===== src/rtl/prog_sequencer_if.sv =====
// Bus bundle between the instruction/control side and the sequencer.
interface prog_sequencer_if #(
    parameter int unsigned D     = 12,
    parameter int unsigned NPROG = 4,
    parameter int unsigned OFFW  = 5,
    parameter int unsigned CW    = 16
);
    localparam int unsigned SW = (NPROG > 1) ? $clog2(NPROG) : 1;

    // start handshake and program selection
    logic            req;
    logic [SW-1:0]   prog_sel;
    // decoded instruction controls
    logic            halt_i;
    logic            absj_en;
    logic            relj_en;
    logic [1:0]      cond_sel;
    logic [D-1:0]    target;
    logic [OFFW-1:0] offset;
    // ALU flag sources
    logic            flag_en;
    logic            zero_i;
    logic            pari_i;
    logic            sc_en;
    logic            sc_clr;
    logic            sc_i;
    // sequencer results
    logic [D-1:0]    prog_ctr;
    logic            run;
    logic            done;
    logic            timeout;
    logic            zeroQ;
    logic            pariQ;
    logic            scQ;
    logic [CW-1:0]   cycle_cnt;

    modport master (
        output req, prog_sel, halt_i, absj_en, relj_en, cond_sel, target, offset,
               flag_en, zero_i, pari_i, sc_en, sc_clr, sc_i,
        input  prog_ctr, run, done, timeout, zeroQ, pariQ, scQ, cycle_cnt
    );

    modport slave (
        input  req, prog_sel, halt_i, absj_en, relj_en, cond_sel, target, offset,
               flag_en, zero_i, pari_i, sc_en, sc_clr, sc_i,
        output prog_ctr, run, done, timeout, zeroQ, pariQ, scQ, cycle_cnt
    );
endinterface


===== src/rtl/prog_sequencer.sv =====
// Fetch/sequencing controller: program slots, conditional jumps, halt,
// registered ALU flags and a run-cycle watchdog behind a 4-phase req/done.
module prog_sequencer #(
    parameter int unsigned D           = 12,
    parameter int unsigned NPROG       = 4,
    parameter int unsigned PROG_STRIDE = 256,
    parameter int unsigned OFFW        = 5,
    parameter int unsigned CW          = 16,
    parameter int unsigned MAX_CYC     = 32'h0000_FFFF
) (
    input  logic             clk,
    input  logic             reset,
    prog_sequencer_if.slave  bus
);
    typedef enum logic [1:0] {S_IDLE, S_RUN, S_DONE} state_t;

    localparam logic [CW-1:0] CYC_LAST  = CW'(MAX_CYC - 1);
    localparam logic [D-1:0]  STRIDE_M1 = D'(PROG_STRIDE - 1);

    state_t        state_q, state_n;
    logic [D-1:0]  pc_q, pc_n;
    logic [D-1:0]  end_q, end_n;
    logic [CW-1:0] cnt_q, cnt_n;
    logic          zero_q, zero_n, pari_q, pari_n, sc_q, sc_n;
    logic          to_q, to_n, run_q, run_n, done_q, done_n;
    logic [D-1:0]  start_c;
    logic [D-1:0]  off_c;
    logic          cond_c;

    // Slot base address; out-of-range selections fall back to slot 0.
    always_comb begin
        start_c = '0;
        if (32'(bus.prog_sel) < NPROG) begin
            start_c = D'(32'(bus.prog_sel) * PROG_STRIDE);
        end
    end

    // Branch condition from the flags as registered at the start of the cycle.
    always_comb begin
        off_c  = D'($signed(bus.offset));
        cond_c = 1'b1;
        case (bus.cond_sel)
            2'b00:   cond_c = 1'b1;
            2'b01:   cond_c = zero_q;
            2'b10:   cond_c = ~zero_q;
            default: cond_c = sc_q;
        endcase
    end

    // Next state, program counter, flags and status.
    always_comb begin
        state_n = state_q;
        pc_n    = pc_q;
        end_n   = end_q;
        cnt_n   = cnt_q;
        zero_n  = zero_q;
        pari_n  = pari_q;
        sc_n    = sc_q;
        to_n    = to_q;
        case (state_q)
            S_IDLE: begin
                if (bus.req) begin
                    state_n = S_RUN;
                    pc_n    = start_c;
                    end_n   = start_c + STRIDE_M1;
                    cnt_n   = '0;
                    zero_n  = 1'b0;
                    pari_n  = 1'b0;
                    sc_n    = 1'b0;
                    to_n    = 1'b0;
                end
            end
            S_RUN: begin
                cnt_n = cnt_q + CW'(1);
                if (bus.flag_en) begin
                    zero_n = bus.zero_i;
                    pari_n = bus.pari_i;
                end
                if (bus.sc_clr) begin
                    sc_n = 1'b0;
                end else if (bus.sc_en) begin
                    sc_n = bus.sc_i;
                end
                if (bus.halt_i) begin
                    state_n = S_DONE;
                end else if (cnt_q == CYC_LAST) begin
                    state_n = S_DONE;
                    to_n    = 1'b1;
                end else if (bus.absj_en && cond_c) begin
                    pc_n = bus.target;
                end else if (bus.relj_en && cond_c) begin
                    pc_n = pc_q + off_c;
                end else if (pc_q == end_q) begin
                    state_n = S_DONE;
                end else begin
                    pc_n = pc_q + D'(1);
                end
            end
            S_DONE: begin
                if (!bus.req) begin
                    state_n = S_IDLE;
                    to_n    = 1'b0;
                end
            end
            default: state_n = S_IDLE;
        endcase
        run_n  = (state_n == S_RUN);
        done_n = (state_n == S_DONE);
    end

    // State and output registers with asynchronous clear.
    always_ff @(posedge clk or posedge reset) begin
        if (reset) begin
            state_q <= S_IDLE;
            pc_q    <= '0;
            end_q   <= '0;
            cnt_q   <= '0;
            zero_q  <= 1'b0;
            pari_q  <= 1'b0;
            sc_q    <= 1'b0;
            to_q    <= 1'b0;
            run_q   <= 1'b0;
            done_q  <= 1'b0;
        end else begin
            state_q <= state_n;
            pc_q    <= pc_n;
            end_q   <= end_n;
            cnt_q   <= cnt_n;
            zero_q  <= zero_n;
            pari_q  <= pari_n;
            sc_q    <= sc_n;
            to_q    <= to_n;
            run_q   <= run_n;
            done_q  <= done_n;
        end
    end

    assign bus.prog_ctr  = pc_q;
    assign bus.run       = run_q;
    assign bus.done      = done_q;
    assign bus.timeout   = to_q;
    assign bus.zeroQ     = zero_q;
    assign bus.pariQ     = pari_q;
    assign bus.scQ       = sc_q;
    assign bus.cycle_cnt = cnt_q;
endmodule

===== src/flat_wrapper.sv =====
// flat-port wrapper written by rule: the top's interface ports become plain ports
module prog_sequencer_flat 
#(
    parameter int unsigned D           = 12,
    parameter int unsigned NPROG       = 4,
    parameter int unsigned PROG_STRIDE = 256,
    parameter int unsigned OFFW        = 5,
    parameter int unsigned CW          = 16,
    parameter int unsigned MAX_CYC     = 32'h0000_FFFF
)
  (clk, reset, bus_req, bus_prog_sel, bus_halt_i, bus_absj_en, bus_relj_en, bus_cond_sel, bus_target, bus_offset, bus_flag_en, bus_zero_i, bus_pari_i, bus_sc_en, bus_sc_clr, bus_sc_i, bus_prog_ctr, bus_run, bus_done, bus_timeout, bus_zeroQ, bus_pariQ, bus_scQ, bus_cycle_cnt);
  prog_sequencer_if #(.D(D), .NPROG(NPROG), .OFFW(OFFW), .CW(CW)) bus_i ();
  input  logic clk;
  input  logic reset;
  input wire logic [$bits(bus_i.req)-1:0] bus_req;
  input wire logic [$bits(bus_i.prog_sel)-1:0] bus_prog_sel;
  input wire logic [$bits(bus_i.halt_i)-1:0] bus_halt_i;
  input wire logic [$bits(bus_i.absj_en)-1:0] bus_absj_en;
  input wire logic [$bits(bus_i.relj_en)-1:0] bus_relj_en;
  input wire logic [$bits(bus_i.cond_sel)-1:0] bus_cond_sel;
  input wire logic [$bits(bus_i.target)-1:0] bus_target;
  input wire logic [$bits(bus_i.offset)-1:0] bus_offset;
  input wire logic [$bits(bus_i.flag_en)-1:0] bus_flag_en;
  input wire logic [$bits(bus_i.zero_i)-1:0] bus_zero_i;
  input wire logic [$bits(bus_i.pari_i)-1:0] bus_pari_i;
  input wire logic [$bits(bus_i.sc_en)-1:0] bus_sc_en;
  input wire logic [$bits(bus_i.sc_clr)-1:0] bus_sc_clr;
  input wire logic [$bits(bus_i.sc_i)-1:0] bus_sc_i;
  output wire logic [$bits(bus_i.prog_ctr)-1:0] bus_prog_ctr;
  output wire logic [$bits(bus_i.run)-1:0] bus_run;
  output wire logic [$bits(bus_i.done)-1:0] bus_done;
  output wire logic [$bits(bus_i.timeout)-1:0] bus_timeout;
  output wire logic [$bits(bus_i.zeroQ)-1:0] bus_zeroQ;
  output wire logic [$bits(bus_i.pariQ)-1:0] bus_pariQ;
  output wire logic [$bits(bus_i.scQ)-1:0] bus_scQ;
  output wire logic [$bits(bus_i.cycle_cnt)-1:0] bus_cycle_cnt;
  assign bus_i.req = bus_req;
  assign bus_i.prog_sel = bus_prog_sel;
  assign bus_i.halt_i = bus_halt_i;
  assign bus_i.absj_en = bus_absj_en;
  assign bus_i.relj_en = bus_relj_en;
  assign bus_i.cond_sel = bus_cond_sel;
  assign bus_i.target = bus_target;
  assign bus_i.offset = bus_offset;
  assign bus_i.flag_en = bus_flag_en;
  assign bus_i.zero_i = bus_zero_i;
  assign bus_i.pari_i = bus_pari_i;
  assign bus_i.sc_en = bus_sc_en;
  assign bus_i.sc_clr = bus_sc_clr;
  assign bus_i.sc_i = bus_sc_i;
  assign bus_prog_ctr = bus_i.prog_ctr;
  assign bus_run = bus_i.run;
  assign bus_done = bus_i.done;
  assign bus_timeout = bus_i.timeout;
  assign bus_zeroQ = bus_i.zeroQ;
  assign bus_pariQ = bus_i.pariQ;
  assign bus_scQ = bus_i.scQ;
  assign bus_cycle_cnt = bus_i.cycle_cnt;
  prog_sequencer #(.D(D), .NPROG(NPROG), .PROG_STRIDE(PROG_STRIDE), .OFFW(OFFW), .CW(CW), .MAX_CYC(MAX_CYC)) u_core (.clk(clk), .reset(reset), .bus(bus_i));
endmodule

===== config.mk =====
export PLATFORM = sky130hd
export DESIGN_NAME = prog_sequencer_flat
export DESIGN_NICKNAME = d
export VERILOG_FILES = /design/src/rtl/prog_sequencer_if.sv /design/src/rtl/prog_sequencer.sv /design/src/flat_wrapper.sv
export SDC_FILE = /design/constraint.sdc
export NUM_CORES = 1
export LEC_CHECK = 0
export ABC_AREA = 1
export CAP_MARGIN = 20
export CORE_ASPECT_RATIO = 1.5
export CORE_MARGIN = 5
export CORE_UTILIZATION = 49
export DETAILED_ROUTE_END_ITERATION = 7
export PLACE_DENSITY = 0.78
export SETUP_SLACK_MARGIN = 0.2
export SLEW_MARGIN = 5
export SYNTH_ARGS = -nofsm -noshare
export SYNTH_HDL_FRONTEND = slang
export SYNTH_SLANG_ARGS = --single-unit

===== constraint.sdc =====
create_clock -name clk -period 3.2 [get_ports clk]
set_input_delay 0.32 -clock clk [delete_from_list [all_inputs] [get_ports clk]]
set_output_delay 0.32 -clock clk [all_outputs]
set_load 0.05 [all_outputs]

==> reports/results.txt, run 1 <==
The flow ran to the end, and the final reports show no timing, DRC or antenna violations. The logs give 387 for the synthesized netlist net count and 67 for the boundary pin count. Origin of the critical flop-to-flop path: u_core.bus.zeroQ.

After global routing the overflow that remains totals 0. CTS H-tree depth: 2. The per-cell routed wire length is 14.94 um, and the worst path required time is 3.40 ns.

Across the run, the number of max-cap violations was 0. The die covers 6803 um^2. The count of flip-flops with a built-in enable after synthesis is 0, and the clock sink count is 39.

For this run, the top clock speed supported by timing is 378.3 MHz. For the via count of the first global-routing pass, the log shows 2546. The endpoint of the most critical register-to-register path was u_core.bus.prog_ctr[10]. The most used flip-flop cell after synthesis is sky130_fd_sc_hd__dfrtp_1. The worst slew slack as a fraction of its limit came out at 55.16%. For this design the ratio of total power to cell area is 851.6 nW/um^2.

For the final-report setup violation count, the log shows 0. The mean instance size in the synthesized netlist is 7.381 um^2. The die extent in y came out at 98.55 um. Initial core utilization: 49.98%. Measured in cells, the most critical reg-to-reg path has a length of 18.

In this run the worst path has a maximum fanout of 7. The logs give 2554 for the via count and 1.681 nW for the reported leakage power. The worst setup path is captured at a flip-flop. For this run, design rule violations remaining after detail routing come to 0.

The min-delay analysis places its worst path in the category input pin to async pin. The pre-antenna-repair detailed-routing pass consisted of 4 iterations. Worst setup path endpoint: u_core.bus.prog_ctr[8].

The maximum count of clock buffers along a single path came out at 2. The detail route stage leaves a number of antenna-violating nets equal to 0. Start point of the critical path: bus_cond_sel[1]. Clock tree synthesis inserted a total of 5 buffers.

Number of antenna violations at the first check in global routing: 0. The ratio of final minimum period to clock period was 82.60%. The synthesized design contains 39 register bits. The post-CTS setup buffer count is 0. TritonCTS built the clock tree.

The die span in x came out at 69.03 um. The root buffer cell was sky130_fd_sc_hd__clkbuf_8. For the warning count from the yosys run, the log shows 0.

The type of the setup path with the least slack was input pin to flip-flop. The area overhead of the layout relative to synthesis is 32.83%. The insertion delay to the later sink of the worst-skew pair is 0.30 ns, and the distinct cell type count of the synthesized netlist is 39. Summing the sequential cell areas from Yosys gives 38.10% of the chip area. The post-layout net count was 459; the post-cts sizing count was 0.

0 antenna diodes ended up in the layout. The run gives 7290 um as the total routed wirelength. The clock period could shrink to 2.643 ns. The via density per instance was 5.234.

After routing, the total negative slack on setup checks comes to 0 ns. For the pin with the worst max-slew slack, the measured transition is 0.6719 ns. For the final database, setup skew stands at 0.009056 ns. For this run, asynchronously set or reset flops after synthesis account for 100.0%. The tools report the synthesized netlist cell count as 347. The final hold violation count is 0, and the global-route usage over all layers is 21.42%. The total of hold buffers inserted after clock tree synthesis came out at 0. The worst-case register-to-register setup slack is 0.56 ns, and the total of buffers placed on input and output ports is 66.

For the HPWL reported at the end of detailed placement, the log shows 5562 um. Setup repair after global routing left no endpoint under its margin. Across all hold checks on the routed design, the worst slack comes to 0.4529 ns. The total area inside the core boundary comes to 5125 um^2.

The tools report the wire length of the first global-routing pass as 11920 um. Type of origin of the critical path: an input pin. The number of DRC markers after the initial detailed-route iteration came out at 147.

The logs give 0.9319 for the final weighted congestion of routability-driven global placement and 32 for the site row count. Of the cells placed in the final design, the portion with a size suffix greater than 1 is 9.762%. After clock tree synthesis, the clock-pin slew on the worst setup and hold paths is 0.09 ns.

The arrival time of the worst setup path is 2.84 ns, and the final count of pins violating max slew is 0. Entering global routing, the biggest net connects 40 pins. The run gives 2561 um^2 as the combined area of all synthesized cells. For the worst IR drop on VDD, the log shows 0.0005199 V.
where the power goes:
| part | total, mW | leakage [nW] | internal (mW) | switching [mW] |
|---|---|---|---|---|
| sequential | 0.827 | 0.513 | 0.636 | 0.191 |
| combinational | 1.71 | 1.12 | 0.581 | 1.12 |
| clock | 0.364 | 0.0484 | 0.177 | 0.187 |
| total | 2.90 | 1.68 | 1.39 | 1.50 |
state kept, by name (all words and copies together), names as in the netlist:
register	count
u_core.bus.run	1
u_core.bus.done	1
u_core.bus.cycle_cnt	16
u_core.end_q	3
u_core.bus.prog_ctr	12
u_core.bus.zeroQ	1
u_core.state_q	2
u_core.bus.pariQ	1
u_core.bus.timeout	1
u_core.bus.scQ	1
how the worst min path moves through the flow:
stage	startpoint	to	slack [ns]	cells past startpoint
final	reset	u_core.bus.prog_ctr[0]	0.45	3
after global routing	reset	u_core.bus.prog_ctr[0]	0.51	3
after CTS	reset	u_core.bus.prog_ctr[5]	0.48	3
after detailed placement	u_core.end_q[7]	u_core.end_q[7]	0.49	1
after global placement	u_core.end_q[7]	u_core.end_q[7]	0.48	1
after floorplan	bus_pari_i	u_core.bus.pariQ	0.46	2
per-layer routing:
metal | vias up | GRT usage (%) | routed length, um
li1 | 1272 | - | -
met1 | 1208 | 23.66 | 2895
met2 | 66 | 40.66 | 4023
met3 | 8 | 3.265 | 265
met4 | 0 | 7.970 | 105
met5 | - | 0 | 0
layout by cell type, fill, tap and decap left out, types with 3 or more instances in the layout:
cell / instances
sky130_fd_sc_hd__nor3_1: 4
sky130_fd_sc_hd__inv_1: 48
sky130_fd_sc_hd__nor2_1: 35
sky130_fd_sc_hd__o31ai_1: 4
sky130_fd_sc_hd__o21ai_0: 18
sky130_fd_sc_hd__nand2_1: 79
sky130_fd_sc_hd__o21ai_1: 3
sky130_fd_sc_hd__clkbuf_8: 6
sky130_fd_sc_hd__nand2_4: 3
sky130_fd_sc_hd__mux2i_1: 4
sky130_fd_sc_hd__nand3_1: 24
sky130_fd_sc_hd__dfrtp_1: 39
sky130_fd_sc_hd__or2_2: 4
sky130_fd_sc_hd__xor2_1: 3
sky130_fd_sc_hd__buf_4: 5
sky130_fd_sc_hd__ha_1: 6
sky130_fd_sc_hd__a21oi_1: 17
sky130_fd_sc_hd__o22ai_1: 6
sky130_fd_sc_hd__nand4_1: 10
sky130_fd_sc_hd__nand2_2: 7
sky130_fd_sc_hd__inv_2: 5
sky130_fd_sc_hd__clkdlybuf4s50_1: 66
cells in the mapped netlist, types with 2 or more instances:
master	number	area share, %
sky130_fd_sc_hd__nand2_1	79	12
sky130_fd_sc_hd__inv_1	48	7.0
sky130_fd_sc_hd__dfrtp_1	39	38
sky130_fd_sc_hd__nor2_1	35	5.1
sky130_fd_sc_hd__nand3_1	24	4.7
sky130_fd_sc_hd__o21ai_0	18	3.5
sky130_fd_sc_hd__a21oi_1	17	3.3
sky130_fd_sc_hd__nand4_1	10	2.4
sky130_fd_sc_hd__nand2_2	7	1.7
sky130_fd_sc_hd__ha_1	6	2.9
sky130_fd_sc_hd__o22ai_1	6	1.5
sky130_fd_sc_hd__inv_2	5	0.73
sky130_fd_sc_hd__clkbuf_1	4	0.59
sky130_fd_sc_hd__mux2i_1	4	1.6
sky130_fd_sc_hd__nor3_1	4	0.78
sky130_fd_sc_hd__o31ai_1	4	1.2
sky130_fd_sc_hd__or2_2	4	0.98
sky130_fd_sc_hd__nand2_4	3	1.3
sky130_fd_sc_hd__o21ai_1	3	0.59
sky130_fd_sc_hd__xor2_1	3	1.0
sky130_fd_sc_hd__a31o_2	2	0.68
sky130_fd_sc_hd__buf_6	2	0.88
sky130_fd_sc_hd__nand3_2	2	0.78
sky130_fd_sc_hd__nand3b_1	2	0.59
sky130_fd_sc_hd__xnor2_1	2	0.68
layout make-up:
type,count,area [um^2]
clock inverter,1,8.758
sequential,39,975.9
clock buffer,7,86.33
timing repair buffer,71,698.2
tap,68,85.08
fill,504,1723
multi-input combinational,249,1349
inverter,53,198.9
metrics by stage:
stage / utilization [%] / setup slack, ns / instance area [um^2] / std cells / power [mW]
global placement: 64.53 / 0.3594 / 3307 / 480 / 2.503
detailed placement: 64.53 / 0.2403 / 3307 / 480 / 2.535
floorplan: - / 0.5489 / 2561 / 347 / 1.986
finish: 66.38 / 0.5568 / 3402 / 488 / 2.897
CTS: 66.38 / 0.5591 / 3402 / 488 / 2.907
global route: 66.38 / 0.3831 / 3402 / 488 / 3.073
worst max-delay path, cell delays in order:
cell                              delay [ns]
sky130_fd_sc_hd__clkdlybuf4s50_1        0.48
sky130_fd_sc_hd__nand3_1                0.13
sky130_fd_sc_hd__nand2_4                0.15
sky130_fd_sc_hd__nand2_2                0.09
sky130_fd_sc_hd__or2_2                  0.28
sky130_fd_sc_hd__ha_1                   0.19
sky130_fd_sc_hd__inv_1                  0.07
sky130_fd_sc_hd__fa_1                   0.21
sky130_fd_sc_hd__inv_1                  0.05
sky130_fd_sc_hd__a31oi_1                0.21
sky130_fd_sc_hd__nand3b_1               0.22
sky130_fd_sc_hd__nor2_1                 0.06
sky130_fd_sc_hd__nand2_1                0.08
sky130_fd_sc_hd__nand2_1                0.06
sky130_fd_sc_hd__nand2_1                0.06
sky130_fd_sc_hd__nand3_1                0.06
sky130_fd_sc_hd__nand2_1                0.08
sky130_fd_sc_hd__a21oi_2                0.05
cell families after synthesis:
kind of cell,synth area share (%)
adder cells (fa/ha/maj),3.713
XOR/XNOR,1.710
buffers and inverters,9.233
flip-flops,38.10
multiplexers,1.563
AND/OR/NAND/NOR,32.54
AO/OA/AOI/OAI,13.14
Note: power is estimated with default switching activity, not from simulation.
==> run 2, diff against run 1 <==
clock period = 2.7 ns   (was 3.2 ns; I/O delays follow)
==> reports/results.txt, run 2 (synthesis results as in run 1) <==
The minimum period implied by the final worst setup slack was 2.431 ns; the worst IR drop on VDD was 0.0007780 V. The critical path is of the flip-flop to flip-flop type. Leaving out fill and tap cells, the most frequent cells in the layout are sky130_fd_sc_hd__nand2_1, sky130_fd_sc_hd__clkdlybuf4s50_1, sky130_fd_sc_hd__inv_1. The run finished with clean final reports.

Type of the most critical hold path: input pin to async pin. TritonCTS built the clock tree. The logs give 0.27 ns for the worst-case register-to-register setup slack and 32 for the site row count.

The die extent in y was 98.55 um. The clock slew at the register clock pins of the worst setup and hold paths is 0.09 ns, and the actual transition at the worst max-transition pin is 0.5692 ns. For this run, design rule violations remaining after detail routing come to 0. For the worst setup path, the data required time is 2.90 ns. The type of origin of the critical path is a flip-flop. Entering global routing, the biggest net connects 19 pins. The run gives 471 as the post-layout net count.

Routability-driven placement finished with a final weighted congestion of 0.9165. Via count of the first global-routing pass: 2752. For the number of iterations in the first detailed-routing pass, the log shows 5. The die covers 6803 um^2. For this design, the sink count on the clock tree is 39. From synthesis to final layout, the design area changed by 40.55%. Leaving out fill and tap cells, the most frequent cell in the layout is sky130_fd_sc_hd__nand2_1. The final-report setup violation count is 0. Final count of pins violating max slew: 0.

In the final routed layout, each cell accounts on average for 15.23 um. The clock passes through at most 2 buffers. For the final database, setup skew stands at 0.008680 ns. The routed layout has 2731 vias.

Static timing analysis puts the maximum clock frequency at 411.3 MHz. The ratio of final minimum period to clock period came out at 90.05%. The max capacitance violation total was 0. At the worst endpoint, the arrival time is 2.63 ns. Measured against its own limit, the worst slew margin works out to 62.01%. The number of antenna diodes in the final layout is 0. The capturing element type of the critical path was a flip-flop.

The total power divided by cell area works out to 1030 nW/um^2. The proportion of layout cells with a drive suffix above 1 is 15.74%, and the die span in x is 69.03 um. In this run the critical register-to-register path is captured at u_core.bus.prog_ctr[10]. Hold is met by 0.3205 ns. The critical path ends at u_core.bus.prog_ctr[10]. The total negative setup slack is 0 ns, and the via density per instance is 5.462.

Summed over all nets, the half-perimeter wirelength after detailed placement is 5678 um. The initial utilization of the core area, before any placement, comes to 49.98%. In this run the count of I/O pins placed on the die edge is 67. The clock reaches the later pin of the worst-skew pair after 0.30 ns.

Once detail routing completed, the nets flagged for antenna violations numbered 0. Origin of the critical flop-to-flop path: u_core.bus.zeroQ. Setup repair after global routing could not meet its margin everywhere. The run gives 22.62% as the global-route usage over all layers. The register with the most flip-flops in the layout has 16 of them. The logs give 0 for the number of antenna violations at the first check in global routing and 7613 um for the total routed wirelength. Cell depth of the worst flop-to-flop path: 18. The tree is rooted in a sky130_fd_sc_hd__clkbuf_8. The first global-routing pass estimated 12700 um of wire.

The logs give 277 for the number of DRC markers after the initial detailed-route iteration and 2 for the CTS H-tree depth. The logs give 1.776 nW for the reported leakage power and 5125 um^2 for the core outline area. The logs give 5 for the CTS buffer count and 70.24% for the final cell utilization of the core. The final hold violation count is 0, and the overflow left after global routing is 0. The tools report the start point of the critical path as u_core.bus.zeroQ.

In this run the worst path has a maximum fanout of 3. Total of buffers placed on input and output ports: 66.
run 2: final cells by class:
type / count / area (um^2)
fill: 440 / 1525
sequential: 39 / 978.4
clock buffer: 5 / 68.82
multi-input combinational: 249 / 1395
clock inverter: 3 / 67.56
tap: 68 / 85.08
timing repair buffer: 83 / 805.8
inverter: 53 / 198.9
run 2: power breakdown:
group / total [mW] / internal (mW) / switching [mW]
Combinational: 2.13 / 0.765 / 1.36
Sequential: 0.978 / 0.757 / 0.222
Clock: 0.602 / 0.369 / 0.233
run 2: per-stage QoR:
stage | area, um^2 | std cells | setup WS (ns) | power, mW
CTS | 3543 | 499 | 0.2149 | 3.655
global route | 3600 | 500 | 0.05302 | 3.948
detailed placement | 3390 | 489 | -0.07599 | 3.032
floorplan | 2564 | 347 | 0.2038 | 2.357
global placement | 3390 | 489 | 0.005080 | 3.000
finish | 3600 | 500 | 0.2686 | 3.709
run 2: worst min path at each step:
stage / startpoint / to / slack, ns
floorplan: bus_pari_i / u_core.bus.pariQ / 0.41
global placement: u_core.bus.cycle_cnt[14] / u_core.bus.cycle_cnt[14] / 0.49
detailed placement: u_core.bus.cycle_cnt[15] / u_core.bus.cycle_cnt[15] / 0.49
CTS: reset / u_core.bus.prog_ctr[5] / 0.33
global route: reset / u_core.bus.prog_ctr[2] / 0.35
finish: reset / u_core.bus.prog_ctr[2] / 0.32
run 2: critical path: stages (launching register included):
cell and delay (ns):
sky130_fd_sc_hd__dfrtp_2 0.43, sky130_fd_sc_hd__inv_2 0.07, sky130_fd_sc_hd__nand2_2 0.05, sky130_fd_sc_hd__nand2_2 0.08, sky130_fd_sc_hd__nand2_4 0.05, sky130_fd_sc_hd__nand2_2 0.06, sky130_fd_sc_hd__or2_4 0.12, sky130_fd_sc_hd__ha_4 0.12
sky130_fd_sc_hd__inv_2 0.04, sky130_fd_sc_hd__fa_2 0.37, sky130_fd_sc_hd__inv_2 0.07, sky130_fd_sc_hd__a31oi_2 0.08, sky130_fd_sc_hd__nand3b_1 0.22, sky130_fd_sc_hd__o21bai_2 0.20, sky130_fd_sc_hd__nand3_2 0.11, sky130_fd_sc_hd__nand3_2 0.08
sky130_fd_sc_hd__nand3_1 0.07, sky130_fd_sc_hd__nand2_1 0.06, sky130_fd_sc_hd__nand2_1 0.04
run 2: timing repair:
action                                  in CTS  in global routing
endpoints found under the setup margin       1                  7
gates resized for setup                      1                 15
gates cloned                                 0                  0
hold buffers                                 0                  0
pin swaps                                    2                 13
buffers inserted                             2                  1
run 2: per-layer routing:
layer  share of wire [%]  track usage (%)  vias to the layer above
li1                    -                -                     1300
met1                  36            23.94                     1278
met2                  55            42.43                      126
met3                 6.3            4.694                       27
met4                 3.1            10.08                        0
met5                   0                0                        -
